File: src/rtl/nfca_rx_tobits.sv
// NFC-A ASK sample stream to Manchester bit decoder.
// Classifies 12-sample half-bits as modulated and frames SOF/bits/EOF.
module nfca_rx_tobits #(
  parameter int MOD_TH = 4
) (
  input  logic clk,
  input  logic rst,
  input  logic rx_enable,
  input  logic rx_ask_en,
  input  logic rx_ask,
  output logic rx_bit_en,
  output logic rx_bit,
  output logic rx_end,
  output logic rx_err,
  output logic rx_busy
);

  typedef enum logic [2:0] {
    IDLE,
    SOF_H1,
    SOF_H2,
    BIT_H1,
    BIT_H2
  } state_t;

  state_t     state;
  logic [3:0] scnt;
  logic [3:0] ocnt;
  logic       h1;

  logic [3:0] ones;
  logic       last;
  logic       modu;

  // ones includes the current sample; max 12 fits 4 bits
  assign ones = ocnt + {3'd0, rx_ask};
  assign last = (scnt == 4'd11);
  assign modu = (ones >= 4'(MOD_TH));

  always_ff @(posedge clk) begin
    rx_bit_en <= 1'b0;
    rx_end    <= 1'b0;
    rx_err    <= 1'b0;
    if (rst) begin
      state   <= IDLE;
      scnt    <= 4'd0;
      ocnt    <= 4'd0;
      h1      <= 1'b0;
      rx_bit  <= 1'b0;
      rx_busy <= 1'b0;
    end else if (!rx_enable) begin
      state   <= IDLE;
      scnt    <= 4'd0;
      ocnt    <= 4'd0;
      h1      <= 1'b0;
      rx_busy <= 1'b0;
    end else if (rx_ask_en) begin
      if (state == IDLE) begin
        if (rx_ask) begin
          state   <= SOF_H1;
          scnt    <= 4'd1;
          ocnt    <= 4'd1;
          rx_busy <= 1'b1;
        end
      end else if (!last) begin
        scnt <= scnt + 4'd1;
        ocnt <= ones;
      end else begin
        scnt <= 4'd0;
        ocnt <= 4'd0;
        unique case (state)
          SOF_H1: begin
            if (modu) begin
              state <= SOF_H2;
            end else begin
              state   <= IDLE;
              rx_busy <= 1'b0;
            end
          end
          SOF_H2: begin
            if (modu) begin
              state   <= IDLE;
              rx_busy <= 1'b0;
              rx_err  <= 1'b1;
            end else begin
              state <= BIT_H1;
            end
          end
          BIT_H1: begin
            h1    <= modu;
            state <= BIT_H2;
          end
          BIT_H2: begin
            if (h1 != modu) begin
              rx_bit    <= h1;
              rx_bit_en <= 1'b1;
              state     <= BIT_H1;
            end else begin
              state   <= IDLE;
              rx_busy <= 1'b0;
              rx_end  <= ~h1;
              rx_err  <= h1;
            end
          end
          default: begin
            state   <= IDLE;
            rx_busy <= 1'b0;
          end
        endcase
      end
    end
  end

endmodule

File: config.mk
export PLATFORM = sky130hd
export DESIGN_NAME = nfca_rx_tobits
export DESIGN_NICKNAME = d
export VERILOG_FILES = /design/src/rtl/nfca_rx_tobits.sv
export SDC_FILE = /design/constraint.sdc
export NUM_CORES = 1
export LEC_CHECK = 0
export ABC_AREA = 1
export CAP_MARGIN = 20
export CORE_UTILIZATION = 57
export CTS_BUF_LIST = sky130_fd_sc_hd__clkbuf_2 sky130_fd_sc_hd__clkbuf_4 sky130_fd_sc_hd__clkbuf_8
export DETAILED_ROUTE_END_ITERATION = 12
export DONT_BUFFER_PORTS = 1
export GPL_TIMING_DRIVEN = 0
export PLACE_DENSITY = 0.75
export SYNTH_ARGS = -nofsm -noshare
export SYNTH_HDL_FRONTEND = slang
export SYNTH_SLANG_ARGS = --single-unit
File: constraint.sdc
create_clock -name clk -period 1.9 [get_ports clk]
set_input_delay 0.38 -clock clk [delete_from_list [all_inputs] [get_ports clk]]
set_output_delay 0.38 -clock clk [all_outputs]
set_load 0.02 [all_outputs]
Word level (Yosys, flattened, before mapping) --
Index checks and enable logic that the tools add are counted.
Storage, ports and cells: output and inout bits 5, bits of input ports 5, register bits after elaboration 17, word-level logic and storage cells 63
Operators by class: bitwise operators 6, add/subtract/negate cells 2, multiplexer cells 23, $lt $le $gt $ge 1, equality and inequality tests 11, reduce and logical (&&, ||, !) cells 11
Operators by type and width (number):
- 2-to-1 mux 4 bit | 5
- one-hot mux 3 bit (4 select lines) | 1
- 2-to-1 mux 1 bit | 9
- 2-to-1 mux 3 bit | 3
- != test 3 bit, second input constant | 3
- AND reduction 7 bit | 1
- OR reduction 7 bit | 1
- == test 3 x 2 -> 1 bit, second input constant | 2
- 2-to-1 mux 2 bit | 3
- inverter 1 bit | 6
- AND reduction 6 bit | 1
- OR reduction 6 bit | 1
- OR reduction 5 bit | 1
- adder 4 x 1 -> 4 bit | 1
- adder 4 x 1 -> 4 bit, second input constant | 1
- == test 4 bit, second input constant | 1
- >= comparator 4 x 3 -> 1 bit, second input constant | 1
- != test 2 bit, second input constant | 2
- one-hot mux 1 bit (4 select lines) | 1
- AND reduction 4 bit | 1
- == test 3 x 1 -> 1 bit, second input constant | 1
- == test 3 bit, second input constant | 1
- logical NOT 3 bit | 1
- AND reduction 3 bit | 1
- 5 further kinds | 5

Depth between registers and ports, before layout --
depth in word-level cells 7, depth in mapped cells 13, gate-level depth less buffers 13

Least setup slack after synthesis --
Ideal clock, no wire load.
path kind in2reg, from input rx_ask, to register rx_busy, library setup time 0.113 ns, stages 11, required time 1.787 ns, slack -0.097 ns, path buffers 0, arrival time 1.884 ns, path through ha_1 -> ha_1 -> xnor2_1 -> nand2_1 -> ha_1 -> nand3_1 -> nand2_1 -> inv_1 -> nand4_2 -> nor2_1 -> nor2_1
Between the ends: cells in the longest elaborated chain, start to end 5, elaborated cells between the ends (all ways) 8, those cells by class 1 x add/sub; 1 x order compare; 5 x eq/ne; 1 x reduce/logical
Ends and longest elaborated chain:
- from (decl) | line 10 | input logic rx_ask,
- adder 4 x 1 -> 4 bit (*) | line 36 | assign ones = ocnt + {3'd0, rx_ask};
- >= comparator 4 x 3 -> 1 bit (*) | line 38 | assign modu = (ones >= 4'(MOD_TH));
- via modu | line 33 | logic modu;
- != test 1 bit | line 94 | if (h1 != modu) begin
- != test 3 bit (no line)
- AND reduction 7 bit (no line) (*)
- to (signal assigned) | line 50 | rx_busy <= 1'b0;
- to (signal assigned) | line 100 | rx_busy <= 1'b0;
- to (signal assigned) | line 107 | rx_busy <= 1'b0;
- to (decl) | line 15 | output logic rx_busy
The timed path passes the listed nets; every way through them passes the cells marked *. A chain may end at the register's enable or synchronous reset.

Worst setup path in the final report --
from register ocnt[0], to register state[1]
Between the ends: cells in the longest elaborated chain, start to end 7, elaborated cells between the ends (all ways) 9, those cells by class 1 x add/sub; 1 x order compare; 1 x eq/ne; 6 x mux
Ends and longest elaborated chain:
- from (decl) | line 28 | logic [3:0] ocnt;
- from (signal assigned) | line 67 | ocnt <= ones;
- adder 4 x 1 -> 4 bit (*) | line 36
- >= comparator 4 x 3 -> 1 bit (*) | line 38
- via modu | line 33
- != test 1 bit | line 94
- 2-to-1 mux 2 bit | line 94
- one-hot mux 3 bit (4 select lines) (*) | line 71 | unique case (state)
- 2-to-1 mux 3 bit (*) | line 65 | end else if (!last) begin
- 2-to-1 mux 3 bit (*) | line 58 | if (state == IDLE) begin
- to (signal assigned) | line 60 | state <= SOF_H1;
- to (signal assigned) | line 74 | state <= SOF_H2;
- to (signal assigned) | line 97 | state <= BIT_H1;
- to (decl) | line 26 | state_t state;
The timed path passes the listed nets; every way through them passes the cells marked *. The select of a mux whose other input is x is not followed.

==> impl_summary.txt <==
----------------------------------------------------
[Synthesis]
  Cell type with the highest aggregate area in the netlist ... sky130_fd_sc_hd__dfxtp_1
  Seq/Total Area, Yosys ... 39.2%
  Yosys warns ... 0
  Number of enable flip-flop cells after synthesis ... 0
  Combined area of all synthesized cells ... 868 µm²
  Top cells by count, synth ... 22 x sky130_fd_sc_hd__nand2_1, 17 x sky130_fd_sc_hd__dfxtp_1, 15 x sky130_fd_sc_hd__inv_1
  Post-synth ARST share ... 0%
  Flip-flop and latch count after synthesis ... 17
  Most numerous cell in the Yosys netlist ... sky130_fd_sc_hd__nand2_1
  Number of instances in the synthesized netlist ... around 120
  Primary FF master, synth ... sky130_fd_sc_hd__dfxtp_1
  Biggest area contributors in the synthesized netlist ... sky130_fd_sc_hd__dfxtp_1 39%, sky130_fd_sc_hd__nand2_1 9.5%, sky130_fd_sc_hd__a21oi_1 6.9%, sky130_fd_sc_hd__inv_1 6.5%, sky130_fd_sc_hd__ha_1 5.8%
  Mean Syn Cell Area ... 7.49 µm²
  Count of unique library cells instantiated by Yosys ... 23
  Proportion of netlist area held by the largest area contributor ... about two fifths
  Syn nets ... 125

[Routing]
  Number of nets with antenna violations after detailed routing ... 0
  Residual DRC ... 0
  WL per Instance ... about 14 µm
  DR iter-0 viols ... 23
  Via density ... approximately 5.7
  Count of vias placed by the detailed router ... 782
  Routed Wire Length ... 1940 µm
  Pre-antenna DRT Iters ... 4

[Placed design]
  IO buf count ... 0
  Gpl congestion ... 0.809
  Post-placement worst setup slack ... -0.109 ns
  Number of cells after detailed placement ... approximately 130
  Half-perimeter wire length after placement ... 1260 µm

[CTS]
  Root buf cell ... sky130_fd_sc_hd__clkbuf_4
  # H-tree levels ... 1
  Clock transition at the registers of the reported paths ... 0.10 ns
  Total number of clock tree sinks ... 17
  Clock buffer depth ... 2
  Clock Latency Late Sink ... around 0.28 ns
  Clock buffer count from CTS ... 3
  TritonCTS clock tree ... yes

[Timing]
  Finish-stage setup viols ... 0
  Setup Skew ... between 0.003 and 0.004 ns
  Final setup margin ... 0.0991 ns
  Worst slew margin relative to its limit ... ~76%
  Fin crit share ... 94.8%
  Setup repair after global routing missed its margin ... yes
  Worst-Margin Slew ... 0.350 ns
  Fmax ... 555 MHz
  Count of pins over their slew limit ... 0
  Min cycle time layout ... between 1.5 and 2 ns
  Final hold violation count ... 0

[Critical path]
  Number of buffers and inverters on the critical path ... 1
  Path type of the worst setup path ... reg -> reg
  Cell family with the largest share of critical-path delay ... adder cells
  Kind of start point of the critical path ... flip-flop
  Cell repeated most along the worst path ... sky130_fd_sc_hd__ha_4
  Arrival time of the worst setup path ... 2.02 ns
  CP endpoint kind ... flip-flop
  Delay of the slowest cell on the worst path ... 0.35 ns
  Crit path max fanout ... 4
  Critical path, cell by cell ... ha_4 > ha_4 > xnor2_4 > nand2_2 > ha_4 > nand3_4 > buf_6 > nand2_2 > a21oi_1 > a21oi_1
  Standard cell with the maximum stage delay on the critical path ... sky130_fd_sc_hd__dfxtp_2
  Required time of the critical path ... 2.12 ns

[GRT]
  Overall Global Routing Usage ... 23.2%
  Number of antenna violations at the first check in global routing ... 0
  Gr ovfl total ... 0
  Pin count of the biggest net entering global routing ... 10
  Via count of the first global-routing pass ... 632
  First-pass GRT wire length ... 2580 µm

[Floorplanning]
  Height of the die ... 41.0 µm
  Floorplan row count ... 13
  I/O pin total ... 10
  Die width ... about 41 µm
  Starting utilization of the core area ... 63.6%
  Overall die area ... 1680 µm²
  Area of the core region ... 1370 µm²

[Status]
  Run status ... complete, no violations

[Power]
  Cell Pwr Density ... between 600 and 700 nW/µm²
  Maximum resistive drop on vdd ... 0.546 mV
  Leakage power figure ... 0.000421 µW

[Finish]
  Ratio of cells with drive above 1 in the final layout ... 22.0%
  Number of antenna cells inserted ... 0
  Register area ... roughly 340 µm²
  Area used by multi-input combinational logic ... about 550 µm²
  Non-filler instance count after layout ... 138
  Number of nets in the final layout ... around 130
  Number of inserted filler cells in the final layout ... about 100
  Area added between synthesis and finish ... 18.6%

[Run]
  Max Cap Violations ... 0

[Worst hold path]
  HP Class ... in -> reg

----------------------------------------------------
==> flip-flops by register name (all words and copies together), names as in the netlist <==
| signal | count |
|---|---|
| ocnt | 4 |
| scnt | 4 |
| state | 3 |
| h1 | 1 |
| rx_bit | 1 |
| rx_bit_en | 1 |
| rx_busy | 1 |
| rx_end | 1 |
| rx_err | 1 |
==> worst reg2reg max path, cell delays in order, from the launching register on <==
cell,delay [ns]
sky130_fd_sc_hd__dfxtp_2,0.35
sky130_fd_sc_hd__ha_4,0.17
sky130_fd_sc_hd__ha_4,0.17
sky130_fd_sc_hd__xnor2_4,0.16
sky130_fd_sc_hd__nand2_2,0.10
sky130_fd_sc_hd__ha_4,0.29
sky130_fd_sc_hd__nand3_4,0.10
sky130_fd_sc_hd__buf_6,0.14
sky130_fd_sc_hd__nand2_2,0.06
sky130_fd_sc_hd__a21oi_1,0.05
sky130_fd_sc_hd__a21oi_1,0.15
==> area by class of cell <==
| class | count | share of cell area [%] |
|---|---|---|
| inverters | 17 | 6.20 |
| clock buffers | 4 | 2.92 |
| multi-input cells | 82 | 53.3 |
| flip-flops and latches | 17 | 33.2 |
| well taps | 15 | 1.82 |
| repair buffers | 3 | 2.55 |
==> final timing paths <==
path / startpoint / slack, ns / cells after the start / endpoint
max: ocnt[0] / 0.1 / 10 / state[1]
min: rx_enable / 0.19 / 1 / rx_bit
max reg2reg: ocnt[0] / 0.1 / 10 / state[1]
min reg2reg: ocnt[3] / 0.50 / 2 / ocnt[3]
==> metrics by stage <==
step                hold slack (ns)  power, µW  utilization [%]  TNS [ns]  instance area (µm²)
global route                  0.178        686             75.4   -0.0412                 1030
floorplan                     0.458        437                -         0                  898
detailed placement            0.488        451             67.1    -0.192                  917
finish                        0.186        658             75.4         0                 1030
CTS                           0.188        650             69.9         0                  955
global placement              0.472        449             67.1    -0.129                  917
==> cells in the final DEF, fill, tap and decap left out, types with 2 or more instances in the layout <==
cell type,count
sky130_fd_sc_hd__o21ai_0,5
sky130_fd_sc_hd__clkbuf_4,4
sky130_fd_sc_hd__nor4_1,2
sky130_fd_sc_hd__nand3_2,2
sky130_fd_sc_hd__ha_4,3
sky130_fd_sc_hd__nand2_1,19
sky130_fd_sc_hd__nor2_1,13
sky130_fd_sc_hd__nand4_1,2
sky130_fd_sc_hd__inv_1,14
sky130_fd_sc_hd__nand2_2,5
sky130_fd_sc_hd__inv_2,3
sky130_fd_sc_hd__nand3_1,5
sky130_fd_sc_hd__a21oi_1,12
sky130_fd_sc_hd__buf_4,2
sky130_fd_sc_hd__a31oi_1,2
sky130_fd_sc_hd__dfxtp_1,16
sky130_fd_sc_hd__nor3_1,2
==> power breakdown <==
| group | internal [µW] | switching (µW) |
|---|---|---|
| sequential | 363 | 9.34 |
| clock | 95.6 | 111 |
| combinational | 25.7 | 53.5 |
| total | 484 | 174 |
==> kinds of logic after synthesis <==
| kind of cell | synth area share (%) |
|---|---|
| and+or+nand+nor | 32.7 |
| AOI/OAI and AO/OA | 13.0 |
| buffers and inverters | 7.35 |
| DFF | 39.2 |
| adders and majority gates | 5.76 |
| xor gates and xnor gates | 2.02 |
==> what timing repair did <==
item / 4_1_cts / 5_1_grt
hold buffers: 0 / 0
gates cloned: 0 / 0
gates resized for setup: 0 / 11
buffers inserted: 1 / 2
hold endpoints to repair: 0 / 0
endpoints found under the setup margin: 2 / 4
pin swaps: 1 / 9
==> routing by layer <==
metal  share of wire [%]  up-vias  GRT usage (%)
met3                 4.9        2           5.43
li1                    -      394              -
met5                   0        -              0
met1                  45      352           28.2
met4                0.67        0           10.0
met2                  49       34           38.3
Note: power is estimated with default switching activity, not from simulation.
